`config.mk`:
```
export PLATFORM = sky130hd
export DESIGN_NAME = alu_req_arbiter
export DESIGN_NICKNAME = d
export VERILOG_FILES = /design/src/rtl/alu_arb_pkg.sv /design/src/rtl/alu_tag_fifo.sv /design/src/rtl/alu_req_arbiter.sv
export SDC_FILE = /design/constraint.sdc
export NUM_CORES = 1
export LEC_CHECK = 0
export ABC_AREA = 0
export CAP_MARGIN = 0
export CORE_MARGIN = 1
export CORE_UTILIZATION = 23
export DETAILED_ROUTE_END_ITERATION = 12
export GPL_TIMING_DRIVEN = 1
export HOLD_SLACK_MARGIN = 0.05
export PLACE_DENSITY = 0.5
export SYNTH_ARGS = -nofsm -noshare
export SYNTH_HDL_FRONTEND = slang
export SYNTH_HIERARCHICAL = 1
export SYNTH_SLANG_ARGS = --single-unit
```
`constraint.sdc`:
```
create_clock -name CLK -period 5.6 [get_ports CLK]
set_clock_uncertainty 0.2 [all_clocks]
set_input_delay 1.12 -clock CLK [delete_from_list [all_inputs] [get_ports CLK]]
set_output_delay 1.12 -clock CLK [all_outputs]
set_load 0.01 [all_outputs]
```
`src/rtl/alu_arb_pkg.sv`:
```
// Shared types for the ALU request arbiter: opcode, operand-B select,
// request bundle and arbiter state encoding.
package alu_arb_pkg;

  localparam int ALU_DATA_WIDTH = 8;
  localparam int OP_WIDTH       = 4;
  localparam int MOVI_WIDTH     = 2;

  typedef logic [OP_WIDTH-1:0] op_t;

  typedef enum logic [MOVI_WIDTH-1:0] {
    REG_B = 2'd0,
    MEM   = 2'd1,
    IMM   = 2'd2,
    RSVD  = 2'd3
  } movi_t;

  typedef struct packed {
    op_t                       op;
    movi_t                     movi;
    logic [ALU_DATA_WIDTH-1:0] reg_a;
    logic [ALU_DATA_WIDTH-1:0] reg_b;
    logic [ALU_DATA_WIDTH-1:0] mem;
    logic [ALU_DATA_WIDTH-1:0] imm;
  } alu_req_t;

  typedef enum logic {
    ARB_IDLE  = 1'b0,
    ARB_ISSUE = 1'b1
  } arb_state_t;

  // True for the reserved operand-B select code.
  function automatic logic is_rsvd_movi(input movi_t movi);
    return (movi == RSVD);
  endfunction

endpackage

```
`src/rtl/alu_tag_fifo.sv`:
```
// In-order FIFO of requester tags for operations currently inside the ALU.
// DEPTH must be a power of two so the pointers wrap naturally.
module alu_tag_fifo
  import alu_arb_pkg::*;
#(
  parameter int TAG_WIDTH = 2,
  parameter int DEPTH     = 4,
  localparam int AW       = $clog2(DEPTH),
  localparam int CW       = AW + 1
) (
  input  logic                 clk,
  input  logic                 rst_n,
  input  logic                 push,
  input  logic [TAG_WIDTH-1:0] push_tag,
  input  logic                 pop,
  output logic [TAG_WIDTH-1:0] pop_tag,
  output logic                 full,
  output logic                 empty,
  output logic [CW-1:0]        count
);

  logic [TAG_WIDTH-1:0] mem_q [DEPTH];
  logic [TAG_WIDTH-1:0] mem_d [DEPTH];
  logic [AW-1:0]        wr_ptr_q, wr_ptr_d;
  logic [AW-1:0]        rd_ptr_q, rd_ptr_d;
  logic [CW-1:0]        count_q, count_d;
  logic                 do_push_s;
  logic                 do_pop_s;

  assign full    = (count_q == CW'(DEPTH));
  assign empty   = (count_q == {CW{1'b0}});
  assign count   = count_q;
  assign pop_tag = mem_q[rd_ptr_q];

  // A push into a full FIFO is only honoured when a pop frees the head slot.
  always_comb begin
    do_push_s = push && (!full || pop);
    do_pop_s  = pop && !empty;
  end

  // Next-state for storage, pointers and occupancy.
  always_comb begin
    mem_d = mem_q;
    if (do_push_s) begin
      mem_d[wr_ptr_q] = push_tag;
      wr_ptr_d        = wr_ptr_q + AW'(1);
    end else begin
      wr_ptr_d = wr_ptr_q;
    end
    if (do_pop_s) begin
      rd_ptr_d = rd_ptr_q + AW'(1);
    end else begin
      rd_ptr_d = rd_ptr_q;
    end
    case ({do_push_s, do_pop_s})
      2'b10:   count_d = count_q + CW'(1);
      2'b01:   count_d = count_q - CW'(1);
      default: count_d = count_q;
    endcase
  end

  // FIFO state registers.
  always_ff @(posedge clk or negedge rst_n) begin
    if (!rst_n) begin
      for (int i = 0; i < DEPTH; i++) begin
        mem_q[i] <= {TAG_WIDTH{1'b0}};
      end
      wr_ptr_q <= {AW{1'b0}};
      rd_ptr_q <= {AW{1'b0}};
      count_q  <= {CW{1'b0}};
    end else begin
      mem_q    <= mem_d;
      wr_ptr_q <= wr_ptr_d;
      rd_ptr_q <= rd_ptr_d;
      count_q  <= count_d;
    end
  end

endmodule

```
`src/rtl/alu_req_arbiter.sv`:
```
// Round-robin arbiter sharing one ALU between NUM_REQ requesters. The granted
// operation is held on the ALU port until accepted; requester tags are queued
// in issue order so each result is steered back to its originator.
module alu_req_arbiter
  import alu_arb_pkg::*;
#(
  parameter int DATA_WIDTH      = 8,
  parameter int NUM_REQ         = 4,
  parameter int MAX_OUTSTANDING = 4,
  parameter int ID_WIDTH        = $clog2(NUM_REQ)
) (
  input  logic                            CLK,
  input  logic                            RST_N,
  input  logic [NUM_REQ-1:0]              REQ_VLD,
  output logic [NUM_REQ-1:0]              REQ_RDY,
  input  logic [NUM_REQ*4-1:0]            REQ_OP,
  input  logic [NUM_REQ*2-1:0]            REQ_MOVI,
  input  logic [NUM_REQ*DATA_WIDTH-1:0]   REQ_REG_A,
  input  logic [NUM_REQ*DATA_WIDTH-1:0]   REQ_REG_B,
  input  logic [NUM_REQ*DATA_WIDTH-1:0]   REQ_MEM,
  input  logic [NUM_REQ*DATA_WIDTH-1:0]   REQ_IMM,
  output logic                            ALU_ACT,
  output logic [3:0]                      ALU_OP,
  output logic [1:0]                      ALU_MOVI,
  output logic [DATA_WIDTH-1:0]           ALU_REG_A,
  output logic [DATA_WIDTH-1:0]           ALU_REG_B,
  output logic [DATA_WIDTH-1:0]           ALU_MEM,
  output logic [DATA_WIDTH-1:0]           ALU_IMM,
  input  logic                            ALU_RDY,
  input  logic [DATA_WIDTH-1:0]           ALU_EX,
  input  logic                            ALU_EX_VLD,
  output logic [NUM_REQ-1:0]              RES_VLD,
  output logic [DATA_WIDTH-1:0]           RES_DATA,
  output logic [$clog2(MAX_OUTSTANDING):0] OUTSTANDING,
  output logic                            ERR_SPURIOUS,
  output logic                            ERR_MOVI
);

  localparam logic [ID_WIDTH:0] NUM_REQ_EXT = (ID_WIDTH+1)'(NUM_REQ);

  arb_state_t            state_q, state_d;
  logic [ID_WIDTH-1:0]   rr_ptr_q, rr_ptr_d;
  logic [ID_WIDTH-1:0]   id_q, id_d;
  logic                  alu_act_q, alu_act_d;
  op_t                   op_q, op_d;
  movi_t                 movi_q, movi_d;
  logic [DATA_WIDTH-1:0] reg_a_q, reg_a_d;
  logic [DATA_WIDTH-1:0] reg_b_q, reg_b_d;
  logic [DATA_WIDTH-1:0] mem_q, mem_d;
  logic [DATA_WIDTH-1:0] imm_q, imm_d;
  logic [NUM_REQ-1:0]    res_vld_q, res_vld_d;
  logic [DATA_WIDTH-1:0] res_data_q, res_data_d;
  logic                  err_spur_q, err_spur_d;
  logic                  err_movi_q, err_movi_d;

  op_t                   op_arr_s    [NUM_REQ];
  movi_t                 movi_arr_s  [NUM_REQ];
  logic [DATA_WIDTH-1:0] reg_a_arr_s [NUM_REQ];
  logic [DATA_WIDTH-1:0] reg_b_arr_s [NUM_REQ];
  logic [DATA_WIDTH-1:0] mem_arr_s   [NUM_REQ];
  logic [DATA_WIDTH-1:0] imm_arr_s   [NUM_REQ];

  logic [NUM_REQ-1:0]    vld_rot_s;
  logic [ID_WIDTH-1:0]   off_s;
  logic [ID_WIDTH:0]     win_sum_s;
  logic [ID_WIDTH:0]     nxt_sum_s;
  logic                  win_found_s;
  logic [ID_WIDTH-1:0]   win_id_s;
  logic [ID_WIDTH-1:0]   rr_nxt_s;
  logic                  grant_s;
  logic                  push_s;
  logic                  pop_s;
  logic                  fifo_full_s;
  logic                  fifo_empty_s;
  logic [ID_WIDTH-1:0]   head_id_s;
  logic [NUM_REQ-1:0]    req_rdy_s;

  // Split the packed request buses into per-requester fields.
  always_comb begin
    for (int k = 0; k < NUM_REQ; k++) begin
      op_arr_s[k]    = op_t'(REQ_OP[4*k +: 4]);
      movi_arr_s[k]  = movi_t'(REQ_MOVI[2*k +: 2]);
      reg_a_arr_s[k] = REQ_REG_A[DATA_WIDTH*k +: DATA_WIDTH];
      reg_b_arr_s[k] = REQ_REG_B[DATA_WIDTH*k +: DATA_WIDTH];
      mem_arr_s[k]   = REQ_MEM[DATA_WIDTH*k +: DATA_WIDTH];
      imm_arr_s[k]   = REQ_IMM[DATA_WIDTH*k +: DATA_WIDTH];
    end
  end

  // Round-robin search: rotate valids so the pointer sits at bit 0, take the
  // lowest set bit, then map the offset back to an absolute requester ID.
  always_comb begin
    vld_rot_s   = NUM_REQ'({REQ_VLD, REQ_VLD} >> rr_ptr_q);
    win_found_s = 1'b0;
    off_s       = {ID_WIDTH{1'b0}};
    for (int k = NUM_REQ - 1; k >= 0; k--) begin
      if (vld_rot_s[k]) begin
        win_found_s = 1'b1;
        off_s       = ID_WIDTH'(k);
      end else begin
        win_found_s = win_found_s;
      end
    end
    win_sum_s = {1'b0, rr_ptr_q} + {1'b0, off_s};
    if (win_sum_s >= NUM_REQ_EXT) begin
      win_id_s = ID_WIDTH'(win_sum_s - NUM_REQ_EXT);
    end else begin
      win_id_s = ID_WIDTH'(win_sum_s);
    end
    nxt_sum_s = {1'b0, win_id_s} + (ID_WIDTH+1)'(1);
    if (nxt_sum_s >= NUM_REQ_EXT) begin
      rr_nxt_s = {ID_WIDTH{1'b0}};
    end else begin
      rr_nxt_s = ID_WIDTH'(nxt_sum_s);
    end
  end

  // Issue FSM next-state: grant and latch in IDLE, hold until accept in ISSUE.
  always_comb begin
    state_d    = state_q;
    rr_ptr_d   = rr_ptr_q;
    id_d       = id_q;
    alu_act_d  = alu_act_q;
    op_d       = op_q;
    movi_d     = movi_q;
    reg_a_d    = reg_a_q;
    reg_b_d    = reg_b_q;
    mem_d      = mem_q;
    imm_d      = imm_q;
    err_movi_d = err_movi_q;
    grant_s    = 1'b0;
    push_s     = 1'b0;
    case (state_q)
      ARB_IDLE: begin
        if (win_found_s && !fifo_full_s) begin
          grant_s   = 1'b1;
          state_d   = ARB_ISSUE;
          alu_act_d = 1'b1;
          id_d      = win_id_s;
          rr_ptr_d  = rr_nxt_s;
          op_d      = op_arr_s[win_id_s];
          movi_d    = movi_arr_s[win_id_s];
          reg_a_d   = reg_a_arr_s[win_id_s];
          reg_b_d   = reg_b_arr_s[win_id_s];
          mem_d     = mem_arr_s[win_id_s];
          imm_d     = imm_arr_s[win_id_s];
          if (is_rsvd_movi(movi_arr_s[win_id_s])) begin
            err_movi_d = 1'b1;
          end else begin
            err_movi_d = err_movi_q;
          end
        end else begin
          state_d = ARB_IDLE;
        end
      end
      ARB_ISSUE: begin
        if (ALU_RDY) begin
          push_s    = 1'b1;
          state_d   = ARB_IDLE;
          alu_act_d = 1'b0;
        end else begin
          state_d = ARB_ISSUE;
        end
      end
      default: begin
        state_d   = ARB_IDLE;
        alu_act_d = 1'b0;
      end
    endcase
  end

  // Accept strobe goes to the winner only in the cycle it is granted.
  always_comb begin
    req_rdy_s = {NUM_REQ{1'b0}};
    if (grant_s) begin
      req_rdy_s[win_id_s] = 1'b1;
    end else begin
      req_rdy_s = {NUM_REQ{1'b0}};
    end
  end

  // Result return: pop the oldest tag and steer the data; flag orphans.
  always_comb begin
    pop_s = ALU_EX_VLD && !fifo_empty_s;
    res_vld_d = {NUM_REQ{1'b0}};
    if (pop_s) begin
      res_vld_d[head_id_s] = 1'b1;
      res_data_d           = ALU_EX;
    end else begin
      res_data_d = res_data_q;
    end
    if (ALU_EX_VLD && fifo_empty_s) begin
      err_spur_d = 1'b1;
    end else begin
      err_spur_d = err_spur_q;
    end
  end

  alu_tag_fifo #(
    .TAG_WIDTH (ID_WIDTH),
    .DEPTH     (MAX_OUTSTANDING)
  ) u_tag_fifo (
    .clk      (CLK),
    .rst_n    (RST_N),
    .push     (push_s),
    .push_tag (id_q),
    .pop      (pop_s),
    .pop_tag  (head_id_s),
    .full     (fifo_full_s),
    .empty    (fifo_empty_s),
    .count    (OUTSTANDING)
  );

  // Arbiter state, issue register, result register and sticky error flags.
  always_ff @(posedge CLK or negedge RST_N) begin
    if (!RST_N) begin
      state_q    <= ARB_IDLE;
      rr_ptr_q   <= {ID_WIDTH{1'b0}};
      id_q       <= {ID_WIDTH{1'b0}};
      alu_act_q  <= 1'b0;
      op_q       <= 4'h0;
      movi_q     <= REG_B;
      reg_a_q    <= {DATA_WIDTH{1'b0}};
      reg_b_q    <= {DATA_WIDTH{1'b0}};
      mem_q      <= {DATA_WIDTH{1'b0}};
      imm_q      <= {DATA_WIDTH{1'b0}};
      res_vld_q  <= {NUM_REQ{1'b0}};
      res_data_q <= {DATA_WIDTH{1'b0}};
      err_spur_q <= 1'b0;
      err_movi_q <= 1'b0;
    end else begin
      state_q    <= state_d;
      rr_ptr_q   <= rr_ptr_d;
      id_q       <= id_d;
      alu_act_q  <= alu_act_d;
      op_q       <= op_d;
      movi_q     <= movi_d;
      reg_a_q    <= reg_a_d;
      reg_b_q    <= reg_b_d;
      mem_q      <= mem_d;
      imm_q      <= imm_d;
      res_vld_q  <= res_vld_d;
      res_data_q <= res_data_d;
      err_spur_q <= err_spur_d;
      err_movi_q <= err_movi_d;
    end
  end

  assign REQ_RDY      = req_rdy_s;
  assign ALU_ACT      = alu_act_q;
  assign ALU_OP       = op_q;
  assign ALU_MOVI     = movi_q;
  assign ALU_REG_A    = reg_a_q;
  assign ALU_REG_B    = reg_b_q;
  assign ALU_MEM      = mem_q;
  assign ALU_IMM      = imm_q;
  assign RES_VLD      = res_vld_q;
  assign RES_DATA     = res_data_q;
  assign ERR_SPURIOUS = err_spur_q;
  assign ERR_MOVI     = err_movi_q;

endmodule

```
==> results.md, run 1 <==
* Status: finished, final reports clean
* Routability Congestion at 0.7761
* CP max-delay cell: clkdlybuf4s50_1
* Worst Setup Slack, final at 0.2492 ns
* Worst path cell trace: clkdlybuf4s50_1 > nor2b_1 > a21oi_1 > nor2_1 > a211oi_1 > a21oi_1 > ha_4 > xnor2_2 > and4_4 > or2_4 > inv_1 > ha_1 > and2_1 > clkdlybuf4s50_1
* GR Util met2 at 0.2691
* CP startpoint kind: input port
* Mapped Cells at 452
* Area of the multi-input gates at 2551 um2
* Finished Layout Cells at 932
* Antenna violations before repair at 0
* Cell variety after synth at 42
* Total power at 0.004288 W
* Hold worst-path end: ERR_SPURIOUS
* Root Buffer: clkbuf_16
* Port bufs at 227
* Cts repair resizes at 0
* # Post-CTS Setup Buffers at 0
* Site row count at 51
* Synthesized area at 4578 um2
* Cell-internal power at 0.002451 W
* Number of synthesized flops with an enable pin at 0
* Vias/cell at 4.550
* Comb power frac at 0.641
* P_sw at 0.001837 W
* CTS Buf Count at 9
* Share of the synthesized area in the top cell type at 0.3990
* M3 GR Usage at 0.02850
* Max_cap viols at 0
* CP required at 4.28 ns
* Full die area at 20470 um2
* Max-slew violations at 0
* Fin Setup TNS at 0 ns
* PwrDens at 581.5 nW/um2
* Clk slew on worst S/H paths at 0.06 ns
* Fmax at 186.9 MHz
* VDD IR-drop max at 0.3665 mV
* Synth area leaders: dfrtp_1, mux2i_1, o311ai_1
* Gr ovfl total at 0
* Worst-margin pin slew at 0.9635 ns
* Initial detailed-routing violation count at 142
* Hold-fix buffers, CTS at 0
* Delay-heaviest family, CP: buffers and inverters
* Fin Hold WS at 0.2659 ns
* Pre-antenna DRT Iters at 4
* # fillers at 1971
* Final setup viols at 0
* Worst r2r src: rr_ptr_q[1]
* Post-Place Worst Slack at 0.2171 ns
* Area growth from synthesis to layout at 61.05%
* All-Layer GR Usage at 0.1492
* Syn nets at 629
* Final ANT Viol Nets at 0
* Most common cell in the netlist: mux2i_1
* LEAKAGE at 3.074 nW
* Slew headroom at 0.3577
* Worst EP arrival at 4.03 ns
* Busiest grt layer: met2
* Clk network pwr share at 0.133
* Via Count at 4241
* Top post-synthesis cells by count: mux2i_1, dfrtp_1, nand2_1
* R2R setup slack at 2.32 ns
* Clk Latency, worst-skew pair at 0.34 ns
* Final min period at 5.351 ns
* Critical path type: in2out
* M1 GR Usage at 0.1698
* Syn. warnings at 6
* Buf+Inv Stages, Crit Path at 3
* Synth Area per Inst at 10.13 um2
* Min-delay src: ERR_SPURIOUS
* Largest net degree at the start of global routing at 74
* CP max FO at 7
* Wire length per cell at 16.35 um
* Unrepaired setup endpoints after global routing: false
* Period utilization at 0.9555
* Post-synth top flop: dfrtp_1
* Die Span Y at 143.1 um
* Final Hold Vio Count at 0
* Critical R2R Capture: ALU_MOVI[0]
* Placed cell count at 916
* Sequential area share after synthesis at 0.3990
* CP endpoint kind: output port
* DP HPWL at 11230 um
* Vias in the first global route at 4466
* DRC at 0
* Hold path depth at 1
* Sequential cell area at 1827 um2
* Post-Route WL at 15240 um
* Reg power frac at 0.226
* CTS H-tree depth at 3
* Cell taking the most area after synthesis: dfrtp_1
* Fraction of registers with async set/reset at 1.000
* CTS tree: yes
* Share of layout cells above drive strength 1 at 0.1034
* Die width at 143.1 um
* Core area at 19460 um2
* First-pass GRT wire length at 23330 um
* Maximum clock insertion buffer count at 2
* # diodes at 0
* NumNets Final at 839
* Critical Path Max Stage Delay at 0.54 ns
* Hold Crit Class: reg2reg
* Num ports at 228
* Clock Sink Count at 73
* Initial core utilization at 0.2352
* Cell count of the worst reg-to-reg path at 10
* Switch share at 0.4285
* FF+latch count, synth at 73
[state kept, by name, indices dropped and copies added (netlist names)]
| register | flops |
|---|---|
| ALU_ACT | 1 |
| ALU_OP | 4 |
| RES_VLD | 4 |
| rr_ptr_q | 2 |
| ALU_REG_A | 8 |
| ERR_MOVI | 1 |
| u_tag_fifo/mem_q | 8 |
| ALU_REG_B | 8 |
| RES_DATA | 8 |
| state_q | 1 |
| ALU_MOVI | 2 |
| u_tag_fifo/wr_ptr_q | 2 |
| u_tag_fifo/count | 3 |
| id_q | 2 |
| ALU_IMM | 8 |
| ALU_MEM | 8 |
| u_tag_fifo/rd_ptr_q | 2 |
| ERR_SPURIOUS | 1 |
[logic make-up after synthesis]
kind of cell             share of synthesized area
adder cells (fa/ha/maj)                    0.02624
buffers and inverters                      0.05111
XOR/XNOR                                   0.01339
AO/OA/AOI/OAI                               0.1555
AND/OR/NAND/NOR                             0.1345
flip-flops                                  0.3990
multiplexers                                0.2203
[power groups by stage]
stage               sequential [W]  clock [W]  combinational (W)
global placement          0.000972          0            0.00275
global route               0.00101   0.000620            0.00301
floorplan                  0.00103          0            0.00180
detailed placement        0.000981          0            0.00280
CTS                       0.000975   0.000598            0.00280
finish                    0.000970   0.000571            0.00275
[layout by cell type (no fill, tap or decap), types with 4 or more instances in the layout]
cell type and count:
clkdlybuf4s50_1 226, mux2i_1 76, dfrtp_1 73, nand2_1 51, nor2_1 47, o21ai_0 40, o311ai_1 25, mux2_2 18
inv_1 10, o311ai_2 10, buf_4 10, clkbuf_16 9, ha_1 7, nor3_1 5, a21oi_1 4, nor2b_1 4
and2_1 4
[per-layer routing]
| layer | share of wire | wire [um] | vias to the layer above |
|---|---|---|---|
| met5 | 0 | 0 | - |
| met4 | 0.019 | 282 | 0 |
| met3 | 0.064 | 974 | 16 |
| met2 | 0.50 | 7623 | 131 |
| met1 | 0.42 | 6356 | 2041 |
| li1 | - | - | 2053 |
[stage by stage]
| step | utilization | cell area, um2 |
|---|---|---|
| global placement | 0.3636 | 7077 |
| CTS | 0.3785 | 7366 |
| finish | 0.3788 | 7373 |
| detailed placement | 0.3636 | 7077 |
| floorplan | - | 4578 |
| global route | 0.3788 | 7373 |
[how the worst max path moves through the flow]
stage,start,end,slack [ns],depth (start not counted)
6_report,REQ_VLD[3],REQ_RDY[3],0.25,14
5_1_grt,REQ_VLD[2],REQ_RDY[3],0.04,14
4_1_cts,REQ_VLD[3],REQ_RDY[2],0.21,14
3_5_place_dp,REQ_VLD[3],REQ_RDY[2],0.22,14
3_3_place_gp,REQ_VLD[2],REQ_RDY[2],0.29,14
2_1_floorplan,REQ_VLD[1],REQ_RDY[2],1.07,13
[final cells by class]
type,count,share of cell area
clock buffers,11,0.03156
flip-flops and latches,73,0.2478
inverters,10,0.005091
repair buffers,236,0.3170
multi-input cells,332,0.3460
clock inverters,5,0.007636
well taps,265,0.04497
(Power assumes the default switching activity.)
==> inputs of run 2 (changes only) <==
Settings changed: CTS_CLUSTER_DIAMETER set to 80.
==> results of run 2 <==
The final DEF is identical to that of run 1; final timing and power are the same.
